### src/rtl/tcdm_stream_loader_pkg.sv
// Shared types for the TCDM stream loader: FSM states, sampled control and status flags.
package tcdm_loader_package;

  localparam int unsigned WordWidth     = 32;
  localparam int unsigned StrbWidth     = WordWidth / 8;
  // Control fields are sized for the widest supported ADDR_WIDTH / LEN_WIDTH.
  localparam int unsigned CtrlAddrWidth = 32;
  localparam int unsigned CtrlLenWidth  = 16;

  typedef enum logic [1:0] {
    StIdle,
    StLoad,
    StDrain,
    StDone
  } state_e;

  typedef struct packed {
    logic [CtrlAddrWidth-1:0] base_addr;
    logic [CtrlAddrWidth-1:0] stride;
    logic [CtrlLenWidth-1:0]  len;
  } ctrl_t;

  typedef struct packed {
    logic busy;
    logic done;
  } flags_t;

endpackage

### src/rtl/tcdm_stream_loader_if.sv
// TCDM request/response port and HWPE word stream used by the loader.
interface hwpe_stream_intf_tcdm;
  import tcdm_loader_package::*;

  logic                 req;
  logic                 gnt;
  logic [WordWidth-1:0] add;
  logic                 wen;
  logic [StrbWidth-1:0] be;
  logic [WordWidth-1:0] data;
  logic [WordWidth-1:0] r_data;
  logic                 r_valid;

  modport master (output req, add, wen, be, data, input gnt, r_data, r_valid);
  modport slave  (input req, add, wen, be, data, output gnt, r_data, r_valid);
endinterface

interface hwpe_stream_intf_stream;
  import tcdm_loader_package::*;

  logic                 valid;
  logic                 ready;
  logic [WordWidth-1:0] data;
  logic [StrbWidth-1:0] strb;

  modport source (output valid, data, strb, input ready);
  modport sink   (input valid, data, strb, output ready);
endinterface

### src/rtl/tcdm_loader_resp_fifo.sv
// Response buffer for TCDM read data; flop array with occupancy count, reset and clear aware.
module tcdm_loader_resp_fifo #(
  parameter int unsigned Depth = 4,
  parameter int unsigned Width = 32,
  localparam int unsigned PtrW = $clog2(Depth),
  localparam int unsigned CntW = PtrW + 1
) (
  input  logic             clk_i,
  input  logic             rst_ni,
  input  logic             clear_i,
  input  logic             push_i,
  input  logic [Width-1:0] data_i,
  input  logic             pop_i,
  output logic [Width-1:0] data_o,
  output logic             empty_o,
  output logic [CntW-1:0]  count_o
);

  logic [Width-1:0] mem_q [Depth];
  logic [PtrW-1:0]  wr_ptr_q, rd_ptr_q;
  logic [CntW-1:0]  cnt_q;
  logic             full;

  assign full    = (cnt_q == CntW'(Depth));
  assign empty_o = (cnt_q == '0);
  assign count_o = cnt_q;
  assign data_o  = mem_q[rd_ptr_q];

  always_ff @(posedge clk_i or negedge rst_ni) begin
    if (!rst_ni) begin
      wr_ptr_q <= '0;
      rd_ptr_q <= '0;
      cnt_q    <= '0;
      mem_q    <= '{default: '0};
    end else if (clear_i) begin
      wr_ptr_q <= '0;
      rd_ptr_q <= '0;
      cnt_q    <= '0;
    end else begin
      // Pointers wrap naturally because Depth is a power of two.
      if (push_i) begin
        mem_q[wr_ptr_q] <= data_i;
        wr_ptr_q        <= wr_ptr_q + 1'b1;
      end
      if (pop_i) rd_ptr_q <= rd_ptr_q + 1'b1;
      cnt_q <= cnt_q + CntW'(push_i) - CntW'(pop_i);
    end
  end

  push_when_full_a: assert property (@(posedge clk_i) disable iff (!rst_ni)
    !(push_i && full && !pop_i));

endmodule

### src/rtl/tcdm_stream_loader.sv
// Strided TCDM word reader feeding an HWPE stream with credit-based response buffering.
// Optional stall counter port enabled by TCDM_STREAM_LOADER_PERF_EN.
module tcdm_stream_loader
  import tcdm_loader_package::*;
#(
  parameter int unsigned FIFO_DEPTH = 4,
  parameter int unsigned LEN_WIDTH  = 16,
  parameter int unsigned ADDR_WIDTH = 32
) (
  input  logic                   clk_i,
  input  logic                   rst_ni,
  input  logic                   clear_i,
  hwpe_stream_intf_tcdm.master   tcdm_load_master,
  hwpe_stream_intf_stream.source source_stream,
  input  logic                   start_i,
  input  logic [ADDR_WIDTH-1:0]  base_addr_i,
  input  logic [ADDR_WIDTH-1:0]  stride_i,
  input  logic [LEN_WIDTH-1:0]   len_i,
  output logic                   busy_o,
  output logic                   done_o
`ifdef TCDM_STREAM_LOADER_PERF_EN
  ,
  output logic [31:0]            stall_cycles_o
`endif
);

  localparam int unsigned CntW = $clog2(FIFO_DEPTH) + 1;

  state_e                state_q;
  flags_t                flags_q;
  ctrl_t                 ctrl_in;
  logic [ADDR_WIDTH-1:0] addr_q, stride_q;
  logic [LEN_WIDTH-1:0]  len_q, req_cnt_q, pop_cnt_q;
  logic [CntW-1:0]       fifo_cnt, out_q, out_d, drop_q, drop_d;
  logic                  req, grant, resp_push, pop, credit_ok, fifo_empty;

  assign ctrl_in = '{base_addr: CtrlAddrWidth'(base_addr_i),
                     stride:    CtrlAddrWidth'(stride_i),
                     len:       CtrlLenWidth'(len_i)};

  assign credit_ok = ((CntW+1)'(fifo_cnt) + (CntW+1)'(out_q)) < (CntW+1)'(FIFO_DEPTH);
  // Hold off new requests until every response orphaned by a clear has drained.
  assign req       = (state_q == StLoad) && credit_ok && (drop_q == '0);
  assign grant     = req && tcdm_load_master.gnt;
  assign resp_push = tcdm_load_master.r_valid && (drop_q == '0) && !clear_i;
  assign pop       = source_stream.valid && source_stream.ready;

  assign tcdm_load_master.req  = req;
  assign tcdm_load_master.add  = WordWidth'({addr_q[ADDR_WIDTH-1:2], 2'b00});
  assign tcdm_load_master.wen  = 1'b1;
  assign tcdm_load_master.be   = '1;
  assign tcdm_load_master.data = '0;

  assign source_stream.valid = !fifo_empty;
  assign source_stream.strb  = '1;

  assign busy_o = flags_q.busy;
  assign done_o = flags_q.done;

  always_comb begin
    out_d  = out_q;
    drop_d = drop_q;
    if (clear_i) begin
      // Everything in flight, including a grant landing this cycle, becomes a drop.
      out_d  = '0;
      drop_d = drop_q + out_q + CntW'(grant) - CntW'(tcdm_load_master.r_valid);
    end else begin
      if ((drop_q != '0) && tcdm_load_master.r_valid) drop_d = drop_q - 1'b1;
      out_d = out_q + CntW'(grant) - CntW'(resp_push);
    end
  end

  always_ff @(posedge clk_i or negedge rst_ni) begin
    if (!rst_ni) begin
      out_q  <= '0;
      drop_q <= '0;
    end else begin
      out_q  <= out_d;
      drop_q <= drop_d;
    end
  end

  always_ff @(posedge clk_i or negedge rst_ni) begin
    if (!rst_ni) begin
      state_q   <= StIdle;
      flags_q   <= '0;
      addr_q    <= '0;
      stride_q  <= '0;
      len_q     <= '0;
      req_cnt_q <= '0;
      pop_cnt_q <= '0;
    end else if (clear_i) begin
      state_q   <= StIdle;
      flags_q   <= '0;
      addr_q    <= '0;
      stride_q  <= '0;
      len_q     <= '0;
      req_cnt_q <= '0;
      pop_cnt_q <= '0;
    end else begin
      flags_q.done <= 1'b0;
      if (pop) pop_cnt_q <= pop_cnt_q + 1'b1;
      unique case (state_q)
        StIdle: begin
          if (start_i) begin
            flags_q.busy <= 1'b1;
            addr_q       <= ADDR_WIDTH'(ctrl_in.base_addr);
            stride_q     <= ADDR_WIDTH'(ctrl_in.stride);
            len_q        <= LEN_WIDTH'(ctrl_in.len);
            req_cnt_q    <= '0;
            pop_cnt_q    <= '0;
            state_q      <= (ctrl_in.len == '0) ? StDone : StLoad;
          end
        end
        StLoad: begin
          if (grant) begin
            addr_q    <= addr_q + stride_q;
            req_cnt_q <= req_cnt_q + 1'b1;
            if (req_cnt_q == len_q - 1'b1) state_q <= StDrain;
          end
        end
        StDrain: begin
          if (pop && (pop_cnt_q + 1'b1 == len_q)) state_q <= StDone;
        end
        StDone: begin
          flags_q <= '{busy: 1'b0, done: 1'b1};
          state_q <= StIdle;
        end
        default: state_q <= StIdle;
      endcase
    end
  end

  tcdm_loader_resp_fifo #(
    .Depth (FIFO_DEPTH),
    .Width (WordWidth)
  ) u_resp_fifo (
    .clk_i   (clk_i),
    .rst_ni  (rst_ni),
    .clear_i (clear_i),
    .push_i  (resp_push),
    .data_i  (tcdm_load_master.r_data),
    .pop_i   (pop),
    .data_o  (source_stream.data),
    .empty_o (fifo_empty),
    .count_o (fifo_cnt)
  );

`ifdef TCDM_STREAM_LOADER_PERF_EN
  logic [31:0] stall_q;
  logic        stall_evt;

  assign stall_evt = flags_q.busy && ((req && !tcdm_load_master.gnt) ||
                                      (source_stream.valid && !source_stream.ready));

  always_ff @(posedge clk_i or negedge rst_ni) begin
    if (!rst_ni) begin
      stall_q <= '0;
    end else if (clear_i || ((state_q == StIdle) && start_i)) begin
      stall_q <= '0;
    end else if (stall_evt && (stall_q != '1)) begin
      stall_q <= stall_q + 1'b1;
    end
  end

  assign stall_cycles_o = stall_q;
`endif

endmodule

### src/flat_wrapper.sv
// flat-port wrapper written by rule: the top's interface ports become plain ports
module tcdm_stream_loader_flat import tcdm_loader_package::*;
#(
  parameter int unsigned FIFO_DEPTH = 4,
  parameter int unsigned LEN_WIDTH  = 16,
  parameter int unsigned ADDR_WIDTH = 32
)
  (clk_i, rst_ni, clear_i, start_i, base_addr_i, stride_i, len_i, busy_o, done_o, tcdm_load_master_req, tcdm_load_master_add, tcdm_load_master_wen, tcdm_load_master_be, tcdm_load_master_data, tcdm_load_master_gnt, tcdm_load_master_r_data, tcdm_load_master_r_valid, source_stream_valid, source_stream_data, source_stream_strb, source_stream_ready);
  hwpe_stream_intf_tcdm tcdm_load_master_i ();
  hwpe_stream_intf_stream source_stream_i ();
  input  logic clk_i;
  input  logic rst_ni;
  input  logic clear_i;
  input  logic start_i;
  input  logic [ADDR_WIDTH-1:0] base_addr_i;
  input  logic [ADDR_WIDTH-1:0] stride_i;
  input  logic [LEN_WIDTH-1:0] len_i;
  output logic busy_o;
  output logic done_o;
  output wire logic [$bits(tcdm_load_master_i.req)-1:0] tcdm_load_master_req;
  output wire logic [$bits(tcdm_load_master_i.add)-1:0] tcdm_load_master_add;
  output wire logic [$bits(tcdm_load_master_i.wen)-1:0] tcdm_load_master_wen;
  output wire logic [$bits(tcdm_load_master_i.be)-1:0] tcdm_load_master_be;
  output wire logic [$bits(tcdm_load_master_i.data)-1:0] tcdm_load_master_data;
  input wire logic [$bits(tcdm_load_master_i.gnt)-1:0] tcdm_load_master_gnt;
  input wire logic [$bits(tcdm_load_master_i.r_data)-1:0] tcdm_load_master_r_data;
  input wire logic [$bits(tcdm_load_master_i.r_valid)-1:0] tcdm_load_master_r_valid;
  output wire logic [$bits(source_stream_i.valid)-1:0] source_stream_valid;
  output wire logic [$bits(source_stream_i.data)-1:0] source_stream_data;
  output wire logic [$bits(source_stream_i.strb)-1:0] source_stream_strb;
  input wire logic [$bits(source_stream_i.ready)-1:0] source_stream_ready;
  assign tcdm_load_master_req = tcdm_load_master_i.req;
  assign tcdm_load_master_add = tcdm_load_master_i.add;
  assign tcdm_load_master_wen = tcdm_load_master_i.wen;
  assign tcdm_load_master_be = tcdm_load_master_i.be;
  assign tcdm_load_master_data = tcdm_load_master_i.data;
  assign tcdm_load_master_i.gnt = tcdm_load_master_gnt;
  assign tcdm_load_master_i.r_data = tcdm_load_master_r_data;
  assign tcdm_load_master_i.r_valid = tcdm_load_master_r_valid;
  assign source_stream_valid = source_stream_i.valid;
  assign source_stream_data = source_stream_i.data;
  assign source_stream_strb = source_stream_i.strb;
  assign source_stream_i.ready = source_stream_ready;
  tcdm_stream_loader #(.FIFO_DEPTH(FIFO_DEPTH), .LEN_WIDTH(LEN_WIDTH), .ADDR_WIDTH(ADDR_WIDTH)) u_core (.clk_i(clk_i), .rst_ni(rst_ni), .clear_i(clear_i), .tcdm_load_master(tcdm_load_master_i), .source_stream(source_stream_i), .start_i(start_i), .base_addr_i(base_addr_i), .stride_i(stride_i), .len_i(len_i), .busy_o(busy_o), .done_o(done_o));
endmodule
### config.mk
export PLATFORM = sky130hd
export DESIGN_NAME = tcdm_stream_loader_flat
export DESIGN_NICKNAME = d
export VERILOG_FILES = /design/src/rtl/tcdm_stream_loader_pkg.sv /design/src/rtl/tcdm_stream_loader_if.sv /design/src/rtl/tcdm_loader_resp_fifo.sv /design/src/rtl/tcdm_stream_loader.sv /design/src/flat_wrapper.sv
export SDC_FILE = /design/constraint.sdc
export NUM_CORES = 1
export LEC_CHECK = 0
export CORE_UTILIZATION = 40
export DETAILED_ROUTE_END_ITERATION = 10
export GPL_ROUTABILITY_DRIVEN = 0
export PLACE_DENSITY = 0.74
export SLEW_MARGIN = 15
export SYNTH_ARGS = -nofsm -noshare
export SYNTH_HDL_FRONTEND = slang
export SYNTH_HIERARCHICAL = 1
export SYNTH_SLANG_ARGS = --single-unit
### constraint.sdc
create_clock -name clk_i -period 9.11 [get_ports clk_i]
set_clock_uncertainty 0.2 [all_clocks]
set_input_delay 0.911 -clock clk_i [delete_from_list [all_inputs] [get_ports clk_i]]
set_output_delay 0.911 -clock clk_i [all_outputs]
set_load 0.02 [all_outputs]
* Yosys cells after proc, flatten, opt, wreduce, memory -nomap -nowiden
Cells that the tools add are included.
Operators by class: muxes and demuxes 43, magnitude comparators 4, $add $sub $neg 15, bitwise gates (word level) 3, eq/ne operators 9, reductions and logical operators 28
Operators by type and width (count):
- $mux W32 | 9
- $mux W16 | 10
- $bwmux W128 | 1
- $bmux W32 S2 | 1
- $demux W32 S2 | 1
- $pmux W32 S2 | 1
- $add A16 B1 Y16 const B | 2
- $add A32 B32 Y32 | 1
- $eq A16 B16 Y1 | 2
- $pmux W16 S2 | 1
- $mux W2 | 11
- $logic_not A16 Y1 | 1
- $sub A16 B1 Y16 const B | 1
- $mux W3 | 4
- $reduce_bool A2 Y1 | 5
- $add A3 B1 Y3 | 3
- $logic_and A1 B1 Y1 | 9
- $reduce_bool A3 Y1 | 3
- $sub A3 B1 Y3 | 3
- $pmux W2 S4 | 1
- $ge A3 B3 Y1 const B | 2
- $logic_not A3 Y1 | 2
- $ne A3 B2 Y1 const B | 2
- $ne A3 B3 Y1 const B | 2
- other kinds (17) | 24
Word-level totals: logic and storage cells 119, input bits 119, output and inout port bits 109, register bits after elaboration 257

* Depth between registers and ports, before layout
depth after elaboration 8, gate-level depth with buffers 13, mapped depth without buffers 12

* By module
Netlist, hierarchy kept.
Modules (own cells, without submodules):
- tcdm_stream_loader | cells an instance 979, area an instance 8745.9 µm², instances 1, seq. area each 3052.9 µm²
- tcdm_loader_resp_fifo | cells an instance 347, area an instance 6381.1 µm², instances 1, seq. area each 3378.2 µm²

* Worst setup path before layout
No wires, ideal clock.
kind register to register, start register u_core.state_q[1], end register u_core.state_q[1], setup time 0.096 ns, required time 8.814 ns, stages on the path, launching flop included 13, path buffers 1, period minus slack after synthesis 3.309 ns, data arrival time 3.013 ns, setup slack 5.801 ns, path through dfrtp_1 > inv_1 > ha_1 > buf_2 > or4b_1 > a311oi_2 > nand2_1 > nor4_1 > nand4_1 > a2111oi_2 > a22o_2 > a21oi_1 > a311oi_2
On the way: word-level cells in the longest chain between the ends 6, elaborated cells between the ends (all ways) 14, those cells by class eq/ne: 7; mux: 2; reduce/logical: 5
RTL lines:
- start: declaration | line tcdm_stream_loader.sv:29 | state_e state_q;
- start signal: assignment | line tcdm_stream_loader.sv:85 | state_q <= StIdle;
- start signal: assignment | line tcdm_stream_loader.sv:93 | state_q <= StIdle;
- start signal: assignment | line tcdm_stream_loader.sv:112 | state_q <= (ctrl_in.len == '0) ? StDone : StLoad;
- $eq A2 B1 Y1 | line tcdm_stream_loader.sv:43 | assign req = (state_q == StLoad) && credit_ok && (drop_q == '0);
- $logic_and A1 B1 Y1 (2 in series) | line tcdm_stream_loader.sv:43
- via tcdm_load_master_req | line flat_wrapper.sv:20 | output wire logic [$bits(tcdm_load_master_i.req)-1:0] tcdm_load_master_req;
- $logic_and A1 B1 Y1 | line tcdm_stream_loader.sv:44 | assign grant = req && tcdm_load_master.gnt;
- $ne A3 B2 Y1 (no source line)
- $reduce_and A4 Y1 (no source line)
The timed path passes the listed nets, and every way through them passes these cells. A chain may end at the register's enable or synchronous reset.

* Worst setup path in the final report
start register u_core.state_q[1], end output tcdm_load_master_req
On the way: word-level cells in the longest chain between the ends 3
RTL lines (line):
- $eq A2 B1 Y1 | tcdm_stream_loader.sv:43
- $logic_and A1 B1 Y1 (2 in series) | tcdm_stream_loader.sv:43
- end: declaration | flat_wrapper.sv:20
Every way passes these cells.

==> flow_metrics.tcl <==
set metrics [dict create \
    report.final.slew_viol_count 0 \
    ys_ff_latch 257 \
    worstSetupEndpointType "output pin" \
    p_total_mw 4.77 \
    ys_warn_count 6 \
    cp_max_fo 43 \
    synth_area_um2 15100 \
    grt_pass1_vias 10905 \
    yosysUniqueCellTypes 78 \
    wl_um 35700 \
    synth_fa_ha_area_frac 0.0496 \
    grt_overflow 0 \
    h-tree-depth 1 \
    hold_viol_final 0 \
    wire_per_inst_um 18.0 \
    layout.nets 1625 \
    dpl.hpwl_um 24000 \
    synth.area.mux_share 0.178 \
    crit_path_max_incr_delay_ns 0.73 \
    antenna_found_initial 2 \
    synth_ff_type "dfrtp_1" \
    pwr_density_cell_nw_per_um2 266 \
    tritoncts "done" \
    max_freq_mhz 230 \
    cts_buffer_depth 3 \
    mostFrequentLayoutCells "dfrtp_1 (256), clkdlybuf4s50_1 (182), nor2_1 (103)" \
    max_cap_viol_count 0 \
    clock_latency_ns 0.58 \
    fp.dieW_um 196 \
    tightest_slew_ns 1.03 \
    io_buffers 184 \
    cts.clk_slew.worst_paths_ns 0.06 \
    ant_nets 0 \
    die_h_um 196 \
    ir_worst_vdd_mv 0.226 \
    vias 10486 \
    worstPathRequired_ns 8.00 \
    core_um2 36900 \
    synth_top_family_by_area "multiplexers" \
    setup_viol 0 \
    post_cts_buffers 0 \
    status "finished, final reports clean" \
    cts_sinks 257 \
    drt-pass1-iter-count 6 \
    drive_gt1_frac 0.165 \
    grt_max_degree 120 \
    synth_cells 1326 \
    yosys.area_share.simple 0.102 \
    worst_path_max_delay_cell "clkdlybuf4s50_1" \
    cts_buffers 29 \
    final_common_cell "dfrtp_1" \
    grt_pass1_wl_um 57600 \
    rsz0062_at_grt "false" \
    grt_usage 0.186 \
    initialDrtViolationCount 566 \
    hold_class "input pin to asynchronous set/reset pin" \
    cp-start-kind "register" \
    ios 228 \
    cp_cell_sequence "inv_1, ha_2, buf_4, or4b_1, a311oi_2, clkdlybuf4s50_1" \
    hold_buffers 0 \
    die_area_um2 38600 \
    cts-root-buf "clkbuf_16" \
    synth-xor-area-share 0.0553 \
    synth_compound_area_frac 0.117 \
    drc 0 \
    fin_tns_setup_ns 0 \
    worstPathArrival_ns 3.24 \
    yosysSeqAreaShare 0.425 \
    synth-edff-count 0 \
    synth.avg_cell_area_um2 11.4 \
    leakage_nw 8.35 \
    start_util 0.410 \
    area_delta_synth_final_pct 18.4 \
    period_share 0.477 \
    via_per_inst 5.31 \
    cts.repair.resized 0 \
    n_fill_cell 3295 \
    max_slew_margin 0.312 \
    fin_crit_ns 4.35 \
    synthArstFlopShare 1.00 \
    rows 70 \
    crit_type "register to output pin" \
]
[worst max-delay path: cells and delay by family, from the launching register on]
kind | cells | cell delay, ns
adder cells (fa/ha/maj) | 1 | 0.17
AND/OR/NAND/NOR | 1 | 0.53
AO/OA/AOI/OAI | 1 | 0.24
flip-flops | 1 | 0.41
buffers and inverters | 3 | 1.31
[cell type report]
class                           instances  area [µm²]  area share
Tap cell                              504         631      0.0352
Sequential cell                       257        6430       0.359
Clock buffer                           36         802      0.0448
Multi-Input combinational cell        928        7790       0.435
Clock inverter                         17         184      0.0103
Inverter                               38         143     0.00797
Timing Repair Buffer                  195        1920       0.107
Antenna cell                            1        2.50    0.000140
[synthesized netlist by cell type, types with 24 or more instances]
| cell | n | area share |
|---|---|---|
| nor3_1 | 24 | 0.0079 |
| clkbuf_1 | 42 | 0.010 |
| mux2_2 | 35 | 0.026 |
| dfrtp_1 | 257 | 0.43 |
| o21ai_0 | 46 | 0.015 |
| inv_1 | 37 | 0.0092 |
| buf_4 | 78 | 0.039 |
| a211oi_1 | 30 | 0.015 |
| nor2_1 | 104 | 0.026 |
| nand3_1 | 27 | 0.0089 |
| mux4_2 | 32 | 0.048 |
| mux2_4 | 90 | 0.089 |
| nand2_1 | 55 | 0.014 |
| xor2_1 | 38 | 0.022 |
| ha_1 | 52 | 0.043 |
| xnor2_1 | 55 | 0.032 |
| a21oi_1 | 60 | 0.020 |
| a22o_1 | 43 | 0.025 |
[registers in the layout (all words and copies together), names as in the netlist, 2 cells and up]
| register | count |
|---|---|
| u_core/addr_q | 32 |
| u_core/drop_q | 3 |
| u_core/len_q | 16 |
| u_core/out_q | 3 |
| u_core/pop_cnt_q | 16 |
| u_core/req_cnt_q | 16 |
| u_core/state_q | 2 |
| u_core/stride_q | 32 |
| u_core/u_resp_fifo/count_o | 3 |
| u_core/u_resp_fifo/mem_q | 128 |
| u_core/u_resp_fifo/rd_ptr_q | 2 |
| u_core/u_resp_fifo/wr_ptr_q | 2 |
[worst paths after layout]
check                                         startpoint                                        end  slack, ns  cells past startpoint
setup / recovery           u_core/state_q[1]$_DFFE_PN0P_                       tcdm_load_master_req       4.76                      6
hold / removal                                    rst_ni  u_core/u_resp_fifo/mem_q[100]$_DFFE_PN0P_       0.19                      1
setup reg to reg           u_core/state_q[1]$_DFFE_PN0P_           u_core/req_cnt_q[14]$_DFFE_PN0P_       5.01                     11
hold reg to reg             u_core/drop_q[2]$_DFFE_PN0P_               u_core/drop_q[2]$_DFFE_PN0P_       0.28                      1
max in group asynchronous                         rst_ni    u_core/u_resp_fifo/mem_q[0]$_DFFE_PN0P_       6.91                      2
min in group clk_i          u_core/drop_q[2]$_DFFE_PN0P_               u_core/drop_q[2]$_DFFE_PN0P_       0.28                      1
[layer usage]
layer / routed length, µm / up-vias / GRT usage
met4: 1130 / 2 / 0.0579
met5: 13 / - / 0
met1: 15700 / 5171 / 0.244
met3: 2250 / 72 / 0.0428
li1: - / 4932 / -
met2: 16600 / 309 / 0.304
[where the power goes]
group	internal [mW]	switching (mW)
sequential	1.35	0.197
combinational	0.957	1.07
clock	0.711	0.484
total	3.02	1.75
[kinds of logic (layout without fill, tap and decap cells)]
family,Yosys count,in the layout
xor gates and xnor gates,94,94
other,2,44
DFF,257,257
adders and majority gates,57,57
and+or+nand+nor,301,301
buffers and inverters,182,286
muxes,179,179
AOI/OAI and AO/OA,254,254
[through the flow]
| step | hold WS [ns] | instances | util | cell area (µm²) | setup WS, ns |
|---|---|---|---|---|---|
| 2_1_floorplan | 0.238 | 1367 | - | 15300 | 5.80 |
| 3_3_place_gp | 0.260 | 1922 | 0.459 | 16900 | 5.13 |
| 3_5_place_dp | 0.271 | 1922 | 0.459 | 16900 | 5.04 |
| 4_1_cts | 0.258 | 1975 | 0.486 | 17900 | 4.71 |
| 5_1_grt | 0.283 | 1975 | 0.486 | 17900 | 4.61 |
| 6_report | 0.194 | 1976 | 0.486 | 17900 | 4.76 |
No activity file was read; power rests on OpenSTA's default activity.
